**src/rtl/hazard_fwd_ctrl_if.sv**
```systemverilog
// Bundle of the ID-stage hazard/forwarding signals between the pipeline and the control block.
// Latency: n/a (wires only); id_stall is combinational, selects and stall_count are registered.
// Backpressure: id_stall holds PC and IF/ID; flush kills the ID instruction.
// Ports: id_valid/id_rs/id_rt/id_dst/id_we/id_load/id_use_imm/flush from the pipeline,
//        id_stall/fwd_a_sel/fwd_b_sel/stall_count back to it.
interface hazard_fwd_ctrl_if #(
   parameter int REG_AW = 5,
   parameter int CNT_W  = 16
);
   logic              id_valid;
   logic [REG_AW-1:0] id_rs;
   logic [REG_AW-1:0] id_rt;
   logic [REG_AW-1:0] id_dst;
   logic              id_we;
   logic              id_load;
   logic              id_use_imm;
   logic              flush;
   logic              id_stall;
   logic [1:0]        fwd_a_sel;
   logic [1:0]        fwd_b_sel;
   logic [CNT_W-1:0]  stall_count;

   // pipeline side
   modport master (
      output id_valid, id_rs, id_rt, id_dst, id_we, id_load, id_use_imm, flush,
      input  id_stall, fwd_a_sel, fwd_b_sel, stall_count
   );

   // hazard/forwarding control side
   modport slave (
      input  id_valid, id_rs, id_rt, id_dst, id_we, id_load, id_use_imm, flush,
      output id_stall, fwd_a_sel, fwd_b_sel, stall_count
   );
endinterface

```
**src/rtl/hazard_fwd_ctrl.sv**
```systemverilog
// Load-use stall detection and EX operand forwarding selects for a 5-stage pipeline.
// Latency: id_stall combinational; fwd_*_sel registered, valid while the instruction sits in EX.
// Backpressure: id_stall holds PC/IF-ID for one cycle per load-use hazard; flush overrides it.
// Ports: clk, rst_n (synchronous, active-low), bus (hazard_fwd_ctrl_if.slave).
// Select encoding: 00 regfile, 01 EX/MEM result, 10 MEM/WB result, 11 immediate (B only).
// Optional macro HAZ_STALL_CNT_EN adds a saturating load-use stall counter on stall_count;
// without it stall_count is tied to zero.
module hazard_fwd_ctrl #(
   parameter int REG_AW = 5,
   parameter int CNT_W  = 16
) (
   input  logic                clk,
   input  logic                rst_n,
   hazard_fwd_ctrl_if.slave    bus
);

   typedef struct packed {
      logic [REG_AW-1:0] dst;
      logic              we;
      logic              load;
   } shadow_t;

   shadow_t    ex_q, mem_q, wb_q;
   shadow_t    ex_d;
   logic [1:0] a_sel_d, b_sel_d;
   logic [1:0] a_sel_q, b_sel_q;
   logic       ex_prod, mem_prod;
   logic       hazard;
   logic       stall;
   logic       bubble;

   // WB shadow is kept for completeness only: the register file is
   // write-through, so a WB producer is already visible to an ID read.
   logic       unused_wb;
   assign unused_wb = ^wb_q;

   always_comb begin
      // dst != 0 keeps register 0 out of both forwarding and stalling
      ex_prod  = ex_q.we  && (ex_q.dst  != '0);
      mem_prod = mem_q.we && (mem_q.dst != '0);

      hazard = bus.id_valid && ex_prod && ex_q.load &&
               ((bus.id_rs == ex_q.dst) ||
                (!bus.id_use_imm && (bus.id_rt == ex_q.dst)));

      // flush wins over the stall; reset forces the stall low
      stall  = rst_n && !bus.flush && hazard;
      bubble = bus.flush || hazard;

      // EX producer is the youngest, so it is checked first
      a_sel_d = 2'b00;
      if (ex_prod && (bus.id_rs == ex_q.dst))
         a_sel_d = 2'b01;
      else if (mem_prod && (bus.id_rs == mem_q.dst))
         a_sel_d = 2'b10;

      b_sel_d = 2'b00;
      if (bus.id_use_imm)
         b_sel_d = 2'b11;
      else if (ex_prod && (bus.id_rt == ex_q.dst))
         b_sel_d = 2'b01;
      else if (mem_prod && (bus.id_rt == mem_q.dst))
         b_sel_d = 2'b10;

      ex_d.dst  = bus.id_dst;
      ex_d.we   = bus.id_valid && bus.id_we;
      ex_d.load = bus.id_valid && bus.id_load;

      if (bubble) begin
         ex_d    = '0;
         a_sel_d = 2'b00;
         b_sel_d = 2'b00;
      end
   end

   // EX->MEM->WB advance every cycle; only EX entry is gated by stall/flush
   always_ff @(posedge clk) begin
      if (!rst_n) begin
         ex_q    <= '0;
         mem_q   <= '0;
         wb_q    <= '0;
         a_sel_q <= 2'b00;
         b_sel_q <= 2'b00;
      end else begin
         ex_q    <= ex_d;
         mem_q   <= ex_q;
         wb_q    <= mem_q;
         a_sel_q <= a_sel_d;
         b_sel_q <= b_sel_d;
      end
   end

   assign bus.id_stall  = stall;
   assign bus.fwd_a_sel = a_sel_q;
   assign bus.fwd_b_sel = b_sel_q;

`ifdef HAZ_STALL_CNT_EN
   logic [CNT_W-1:0] cnt_q;

   // saturates at all-ones rather than wrapping
   always_ff @(posedge clk) begin
      if (!rst_n)
         cnt_q <= '0;
      else if (stall && (cnt_q != '1))
         cnt_q <= cnt_q + CNT_W'(1);
   end

   assign bus.stall_count = cnt_q;
`else
   assign bus.stall_count = '0;
`endif

endmodule
```
**src/flat_wrapper.sv**
```systemverilog
// flat-port wrapper written by rule: the top's interface ports become plain ports
module hazard_fwd_ctrl_flat 
#(
   parameter int REG_AW = 5,
   parameter int CNT_W  = 16
)
  (clk, rst_n, bus_id_valid, bus_id_rs, bus_id_rt, bus_id_dst, bus_id_we, bus_id_load, bus_id_use_imm, bus_flush, bus_id_stall, bus_fwd_a_sel, bus_fwd_b_sel, bus_stall_count);
  hazard_fwd_ctrl_if #(.REG_AW(REG_AW), .CNT_W(CNT_W)) bus_i ();
  input  logic clk;
  input  logic rst_n;
  input wire logic [$bits(bus_i.id_valid)-1:0] bus_id_valid;
  input wire logic [$bits(bus_i.id_rs)-1:0] bus_id_rs;
  input wire logic [$bits(bus_i.id_rt)-1:0] bus_id_rt;
  input wire logic [$bits(bus_i.id_dst)-1:0] bus_id_dst;
  input wire logic [$bits(bus_i.id_we)-1:0] bus_id_we;
  input wire logic [$bits(bus_i.id_load)-1:0] bus_id_load;
  input wire logic [$bits(bus_i.id_use_imm)-1:0] bus_id_use_imm;
  input wire logic [$bits(bus_i.flush)-1:0] bus_flush;
  output wire logic [$bits(bus_i.id_stall)-1:0] bus_id_stall;
  output wire logic [$bits(bus_i.fwd_a_sel)-1:0] bus_fwd_a_sel;
  output wire logic [$bits(bus_i.fwd_b_sel)-1:0] bus_fwd_b_sel;
  output wire logic [$bits(bus_i.stall_count)-1:0] bus_stall_count;
  assign bus_i.id_valid = bus_id_valid;
  assign bus_i.id_rs = bus_id_rs;
  assign bus_i.id_rt = bus_id_rt;
  assign bus_i.id_dst = bus_id_dst;
  assign bus_i.id_we = bus_id_we;
  assign bus_i.id_load = bus_id_load;
  assign bus_i.id_use_imm = bus_id_use_imm;
  assign bus_i.flush = bus_flush;
  assign bus_id_stall = bus_i.id_stall;
  assign bus_fwd_a_sel = bus_i.fwd_a_sel;
  assign bus_fwd_b_sel = bus_i.fwd_b_sel;
  assign bus_stall_count = bus_i.stall_count;
  hazard_fwd_ctrl #(.REG_AW(REG_AW), .CNT_W(CNT_W)) u_core (.clk(clk), .rst_n(rst_n), .bus(bus_i));
endmodule
```
**config.mk**
```make
export PLATFORM = sky130hd
export DESIGN_NAME = hazard_fwd_ctrl_flat
export DESIGN_NICKNAME = d
export VERILOG_FILES = /design/src/rtl/hazard_fwd_ctrl_if.sv /design/src/rtl/hazard_fwd_ctrl.sv /design/src/flat_wrapper.sv
export SDC_FILE = /design/constraint.sdc
export NUM_CORES = 1
export LEC_CHECK = 0
export CORE_ASPECT_RATIO = 1.25
export CORE_UTILIZATION = 44
export DETAILED_ROUTE_END_ITERATION = 8
export GPL_TIMING_DRIVEN = 0
export PLACE_DENSITY = 0.85
export SETUP_SLACK_MARGIN = 0.3
export SLEW_MARGIN = 20
export SYNTH_ARGS = -nofsm -noshare
export SYNTH_HDL_FRONTEND = slang
export SYNTH_SLANG_ARGS = --single-unit
```
**constraint.sdc**
```tcl
create_clock -name clk -period 4.9 [get_ports clk]
set_clock_uncertainty 0.15 [all_clocks]
set_input_delay 0.98 -clock clk [delete_from_list [all_inputs] [get_ports clk]]
set_output_delay 0.98 -clock clk [all_outputs]
set_load 0.05 [all_outputs]
```
# Word-level counts from Yosys, hierarchy flattened
# Index checks and enable logic that the tools add are counted.
# totals
in_bits	22
output_inout_bits	21
wordCells	40
ff_bits	17
# op_classes
mux	5
n_eq_ne	4
reduce_logical	22
bitwise	1
# op_table
cell	n
5-bit == test	4
1-bit logical AND	14
5-bit nonzero test	2
2-bit two-way mux	4
3-bit OR reduction	1
1-bit logical NOT	2
1-bit logical OR	2
2-bit OR reduction	1
1-bit two-way mux	1
1-bit inverter	1

# Logic depth before layout (Yosys ltp)
# Gate-level depths: netlist of run 1.
# depth
ltp_word	7
depth_mapped	6
depth_no_buf	5

# Least setup slack after synthesis of run 1
# OpenSTA, ideal clock, no wires.
# synth_timing
path_kind	input port to output port
startpoint	input bus_id_rt[1]
endpoint	output bus_id_stall
arrival_ns	2.415
path_buffers	0
path_slack_ns	1.355
path_stages	5
required_ns	3.770
path_cell_list	xor2_1 > nor3_1 > nand3b_1 > a21oi_2 > nor2b_1
# synth_between
elab_chain_len	5
# synth_rtl
item	line	source
from (decl)	flat_wrapper.sv:13	input wire logic [$bits(bus_i.id_rt)-1:0] bus_id_rt;
5-bit == test	hazard_fwd_ctrl.sv:44	(!bus.id_use_imm && (bus.id_rt == ex_q.dst)));
1-bit logical AND	hazard_fwd_ctrl.sv:44	
1-bit logical OR	hazard_fwd_ctrl.sv:43	((bus.id_rs == ex_q.dst) ||
1-bit logical AND	hazard_fwd_ctrl.sv:42	hazard = bus.id_valid && ex_prod && ex_q.load &&
1-bit logical AND	hazard_fwd_ctrl.sv:47	stall = rst_n && !bus.flush && hazard;
to (decl)	flat_wrapper.sv:19	output wire logic [$bits(bus_i.id_stall)-1:0] bus_id_stall;
# Every way passes these cells.

# Worst setup path in the final report of run 1
# Ends and elaborated chain as after synthesis.

==> results.sh, run 1 <==
export IMPL_status="finished, violations left"
export IMPL_violations="design-rule violations"
export IMPL_fin_crit_sh_pct=82.5
export IMPL_worstSetupStartpoint="bus_id_rt[1]"
export IMPL_syn_area_um2=956
export IMPL_required_ps=3770
export IMPL_ys_warn_count=0
export IMPL_cts_tree="done"
export IMPL_yosysTopAreaCell="dfxtp_1"
export IMPL_yosys_register_bits=17
export IMPL_cts_max_level=1
export IMPL_dp_hpwl_um=1550
export IMPL_synthCells=95
export IMPL_fmax_mhz=247
export IMPL_wirelength_um=1770
export IMPL_final_util_pct=66.2
export IMPL_avgSynthCellArea_um2=10.1
export IMPL_finalCriticalPeriod_ps=4040
export IMPL_overflow=0
export IMPL_core_area_um2=2000
export IMPL_drive_above_1_share_pct=24.3
export IMPL_drt_met1_wl_um=642
export IMPL_r2r_slack_ps=3060
export IMPL_worst_slew_pin_slew_ps=623
export IMPL_relSlewSlack_pct=58.5
export IMPL_cts_root_buf="clkbuf_4"
export IMPL_postRouteAntennaNets=0
export IMPL_grt_pass1_wl_um=2990
export IMPL_whs_path_depth=1
export IMPL_cpPeakStageDelay_ps=450
export IMPL_clkSinkCount=17
export IMPL_fp_dieH_um=54.1
export IMPL_path_cells="clkdlybuf4s50_1 > xor2_1 > nor3_1 > nand3b_1 > a21oi_2 > nor2b_1 > dlymetal6s2s_1"
export IMPL_dp_slack_ps=461
export IMPL_pwr_density_cell_nw_per_um2=226
export IMPL_p_leak_nw=0.582
export IMPL_wl_met2_um=1010
export IMPL_first_pass_iters=5
export IMPL_critPathTopFamily="buffers and inverters"
export IMPL_cp_slowest_cell="clkdlybuf4s50_1"
export IMPL_post_cts_buffers=0
export IMPL_layout_nets=163
export IMPL_crit_path_max_fanout=3
export IMPL_crit_type="input port to primary output"
export IMPL_ys_seq_area_share_pct=35.6
export IMPL_hold_ws_ps=358
export IMPL_synth_top_area_share_pct=35.6
export IMPL_fin_cells=160
export IMPL_slew_violations=0
export IMPL_num_rows=18
export IMPL_num_fill_cells=175
export IMPL_synth_flop_cell="dfxtp_1"
export IMPL_crit_buf_inv=2
export IMPL_post_synth_num_cell_types=29
export IMPL_holdCritPathClass="flip-flop to flip-flop"
export IMPL_finalSetupViolations=0
export IMPL_port_buffer_count=26
export IMPL_grt_max_degree=11
export IMPL_syn2layout_area_growth_pct=38.9
export IMPL_cts_buffer_depth=2
export IMPL_die_w_um=43.7
export IMPL_r2r_worst_path_cells=6
export IMPL_cts_buffers=3
export IMPL_maxCapViolations=0
export IMPL_r2r_start="u_core.ex_q[4]"
export IMPL_vias_per_cell=4.58
export IMPL_grt_pass1_vias=734
export IMPL_start_util_pct=47.7
export IMPL_route_met3_wl_um=117
export IMPL_drt_initial_drc_count=9
export IMPL_insertion_delay_ps=280
export IMPL_antenna_cells=0
export IMPL_peakVddDrop_uv=149
export IMPL_critPathArrivalTime_ps=2910
export IMPL_yosys_top_cells_area="dfxtp_1, xor2_1, buf_4, xnor2_1, nor3_2"
export IMPL_critical_path_endpoint_type="primary output"
export IMPL_hp_start="u_core.ex_q[1]"
export IMPL_rsz0062_at_grt="false"
export IMPL_dp_cells=156
export IMPL_ios=43
export IMPL_gp_congestion=0.842
export IMPL_antenna_found_initial=0
export IMPL_via_count=733
export IMPL_async_flop_share_pct=0
export IMPL_crit_path_start_kind="input port"
export IMPL_wl_per_cell_um=11.1
export IMPL_path_depth=7
export IMPL_finalHoldViolCount=0
export IMPL_top_layer_used="met3"
export IMPL_fin_ws_ps=858
export IMPL_drc=5
export IMPL_path_clk_slew_ps=90
export IMPL_track_usage_pct=17.5
export IMPL_setup_tns_ps=0
export IMPL_die_area_um2=2360
export IMPL_synth_edf_count=0
[per-layer routing]
layer,global-route usage (%),up-vias
met2,35.8,30
li1,-,380
met4,6.25,0
met5,0,-
met3,3.36,0
met1,16.9,323
[cells in the mapped netlist (2+ instances only)]
cell,number
and2_1,6
nor4_1,2
buf_4,16
nand3_2,2
xor2_1,14
nor3_2,5
nand2_1,2
xnor2_1,6
nor3b_2,4
nor3_1,2
dfxtp_1,17
or4_1,2
[worst register-to-register path, delay by kind of cell (launching register included)]
family,cells,cell delay [ps]
flip-flops,1,360
buffers and inverters,1,160
AND/OR/NAND/NOR,3,820
AO/OA/AOI/OAI,2,280
[power by group]
group | internal, mW | switching, mW | leakage, nW
clock | 0.0303 | 0.0410 | 0.0177
sequential | 0.142 | 0.00386 | 0.139
combinational | 0.0361 | 0.0474 | 0.426
total | 0.208 | 0.0922 | 0.582
[kinds of logic (layout without fill, tap and decap cells)]
family | Yosys count | in the layout | share of synthesized area [%]
buffers and inverters | 18 | 48 | 14.1
xor gates and xnor gates | 20 | 20 | 18.3
other | 1 | 16 | 0.392
AOI/OAI and AO/OA | 7 | 7 | 5.24
and+or+nand+nor | 32 | 32 | 26.3
DFF | 17 | 17 | 35.6
[layout by cell type, fill, tap and decap left out, types with 3 or more instances in the layout]
cell	n
and2_1	6
xnor2_1	6
nor3_2	5
nor3b_2	4
conb_1	16
dfxtp_1	17
xor2_1	14
buf_4	16
clkdlybuf4s50_1	25
clkbuf_4	3
[through the flow]
| stage | power (mW) | instance area [um^2] |
|---|---|---|
| after CTS | 0.306 | 1330 |
| after global placement | 0.231 | 1300 |
| final | 0.301 | 1330 |
| after global routing | 0.318 | 1330 |
| after floorplan | 0.207 | 1010 |
| after detailed placement | 0.232 | 1300 |
[path summary, 6_finish.rpt]
check	end
setup / recovery	bus_id_stall
setup reg to reg	u_core.ex_q[3]
hold / removal	u_core.mem_q[1]
hold reg to reg	u_core.mem_q[1]
[flip-flops by register name (all words and copies together) (netlist names)]
register and count:
u_core.ex_q 7, u_core.mem_q 6, u_core.bus.fwd_a_sel 2, u_core.bus.fwd_b_sel 2
[repair_timing]
item                                    4_1_cts  5_1_grt
hold buffers                                  0        0
gates resized for setup                       0        1
endpoints found under the setup margin        0        1
[area by class of cell]
class,instances,area (um^2),share of cell area (%)
multi-input cells,75,537,40.4
flip-flops and latches,17,340,25.6
repair buffers,26,263,19.8
plain buffers,18,135,10.2
well taps,20,25.0,1.89
clock buffers,3,22.5,1.70
clock inverters,1,5.00,0.377
(Power assumes the default switching activity.)
==> run 2, diff against run 1 <==
--- a/config.mk
+++ b/config.mk
@@ -6,10 +6,10 @@
 export NUM_CORES = 1
 export LEC_CHECK = 0
 export CORE_ASPECT_RATIO = 1.25
-export CORE_UTILIZATION = 44
+export CORE_UTILIZATION = 37
 export DETAILED_ROUTE_END_ITERATION = 8
 export GPL_TIMING_DRIVEN = 0
-export PLACE_DENSITY = 0.85
+export PLACE_DENSITY = 0.76
 export SETUP_SLACK_MARGIN = 0.3
 export SLEW_MARGIN = 20
 export SYNTH_ARGS = -nofsm -noshare
==> constraint.sdc (replaced) <==
create_clock -name clk -period 3.3 [get_ports clk]
set_clock_uncertainty 0.15 [all_clocks]
set_input_delay 0.66 -clock clk [delete_from_list [all_inputs] [get_ports clk]]
set_output_delay 0.66 -clock clk [all_outputs]
set_load 0.05 [all_outputs]
==> run 2 against run 1 <==
The flow now finishes without violations. Sequential cell count did not move. Cell count rose by 9.4%. Global-route usage fell by 2.5 points. Combinational power rose by 51%. Critical path depth did not move. Critical path type unchanged. Critical endpoint unchanged. Largest cell class unchanged. Highest routed layer is now met4.
==> results.sh, run 2 (synthesized netlist as in run 1, its figures left out) <==
export IMPL_status="completed"
export IMPL_cts_buffers=3
export IMPL_pwr_density_cell_nw_per_um2=327
export IMPL_power_total_uw=456
export IMPL_antenna_found_initial=0
export IMPL_fin_crit_sh_pct=88.0
export IMPL_worstSetupStartpoint="bus_id_rt[3]"
export IMPL_crit_buf_inv=2
export IMPL_worst_slew_pin_slew_ps=639
export IMPL_fp_dieH_um=58.8
export IMPL_num_rows=20
export IMPL_wirelength_um=1880
export IMPL_syn2layout_area_growth_pct=45.7
export IMPL_required_ps=2490
export IMPL_hold_ws_ps=349
export IMPL_grt_pass1_vias=700
export IMPL_crit_type="input port to primary output"
export IMPL_path_cells="clkdlybuf4s50_1 > xor2_1 > nor2_2 > nand3b_1 > a21oi_2 > nor2b_4 > buf_8"
export IMPL_critPathTopFamily="buffers and inverters"
export IMPL_postRouteAntennaNets=0
export IMPL_gp_congestion=0.910
export IMPL_clkSinkCount=17
export IMPL_holdCritPathClass="flip-flop to flip-flop"
export IMPL_cts_hold_buffers_added=0
export IMPL_peakVddDrop_uv=226
export IMPL_via_count=764
export IMPL_wl_met2_um=1040
export IMPL_hp_start="u_core.ex_q[1]"
export IMPL_cts_max_level=1
export IMPL_reg_largest_list="u_core.ex_q: 7 flops, u_core.mem_q: 6 flops"
export IMPL_crit_path_start_kind="input port"
export IMPL_core_area_um2=2450
export IMPL_cts_tree="done"
export IMPL_ios=43
export IMPL_p_leak_nw=0.613
export IMPL_maxCapViolations=0
export IMPL_drt_initial_drc_count=8
export IMPL_r2r_start="u_core.ex_q[4]"
export IMPL_mostFrequentLayoutCells="clkdlybuf4s50_1, buf_4, dfxtp_1"
export IMPL_multi_input_area_um2=557
export IMPL_die_w_um=47.5
export IMPL_cp_slowest_cell="clkdlybuf4s50_1"
export IMPL_largest_reg_flops=7
export IMPL_wl_per_cell_um=10.8
export IMPL_fmax_mhz=344
export IMPL_num_fill_cells=231
export IMPL_drc=0
export IMPL_finalCriticalPeriod_ps=2900
export IMPL_rsz0062_at_grt="false"
export IMPL_relSlewSlack_pct=57.4
export IMPL_layout_nets=165
export IMPL_final_util_pct=56.8
export IMPL_vias_per_cell=4.37
export IMPL_top_layer_used="met4"
export IMPL_cpPeakStageDelay_ps=460
export IMPL_cts_buffer_depth=2
export IMPL_design_area_um2=1390
export IMPL_die_area_um2=2790
export IMPL_crit_path_max_fanout=3
export IMPL_critPathArrivalTime_ps=2090
export IMPL_grt_pass1_wl_um=2900
export IMPL_grt_max_degree=12
export IMPL_placed_area_um2=1310
export IMPL_route_met3_wl_um=95
export IMPL_drt_met1_wl_um=724
export IMPL_ff_latch_area_um2=340
export IMPL_regMostFlops="u_core.ex_q"
export IMPL_critical_path_endpoint_type="primary output"
export IMPL_overflow=0
export IMPL_cts_root_buf="clkbuf_4"
export IMPL_setup_tns_ps=0
export IMPL_port_buffer_count=26
export IMPL_start_util_pct=39.0
export IMPL_track_usage_pct=15.0
export IMPL_final_common_cell="clkdlybuf4s50_1"
export IMPL_finalHoldViolCount=0
export IMPL_first_pass_iters=2
export IMPL_drive_above_1_share_pct=28.9
export IMPL_path_clk_slew_ps=100
export IMPL_finalSetupViolations=0
export IMPL_slew_violations=0
export IMPL_insertion_delay_ps=290
export IMPL_antenna_cells=0
[run 2: changes by cell type in the layout (fill, tap and decap cells not counted)]
| cell | change |
|---|---|
| nor2_2 | +1 |
| buf_8 | +1 |
| buf_4 | +2 |
| nor3_1 | -2 |
| dlymetal6s2s_1 | +3 |
| clkinvlp_4 | +1 |
| clkinv_2 | -1 |
| clkdlybuf4s50_1 | -5 |
| nor3_2 | +2 |
| nor2_1 | -1 |
| nor2b_1 | -1 |
| dlygate4sd2_1 | +1 |
| nor2b_4 | +1 |
[run 2: layer usage]
layer / GRT usage [%] / vias up
met1: 16.6 / 347
met3: 1.84 / 4
met2: 27.4 / 28
met5: 0 / -
met4: 6.12 / 0
li1: - / 385
[run 2: final timing paths]
path / to / slack [ps] / depth (start not counted)
hold / removal: u_core.mem_q[1] / 350 / 1
setup / recovery: bus_id_stall / 400 / 7
setup reg to reg: u_core.ex_q[5] / 1310 / 7
hold reg to reg: u_core.mem_q[1] / 350 / 1
[run 2: metrics by stage]
| stage | cells | worst slack, ps |
|---|---|---|
| floorplan | 110 | 395 |
| global placement | 169 | -456 |
| detailed placement | 169 | -494 |
| CTS | 174 | 310 |
| global route | 175 | 311 |
| finish | 175 | 397 |
[run 2: final cells by class]
cell class,instances,share of cell area (%)
plain buffers,18,9.70
well taps,33,2.96
clock inverters,1,0.539
multi-input cells,75,40.0
repair buffers,28,20.8
clock buffers,3,1.62
flip-flops and latches,17,24.4
[run 2: power breakdown]
group	switching, mW	internal, mW
Combinational	0.0725	0.0535
Clock	0.0670	0.0461
Sequential	0.00593	0.211
Total	0.145	0.311
[run 2: worst reg2reg max path, cell delays in order (launching register included)]
cell	delay, ps
dfxtp_1	370
or4_1	550
o21a_1	240
nand3_2	90
a21oi_2	40
buf_4	140
buf_6	140
nor3b_2	180
[run 2: timing repair]
| action | in CTS | in global routing |
|---|---|---|
| setup endpoints to repair | 1 | 1 |
| gates resized for setup | 11 | 7 |
| setup buffers | 1 | 1 |
| pin swaps | 3 | 4 |
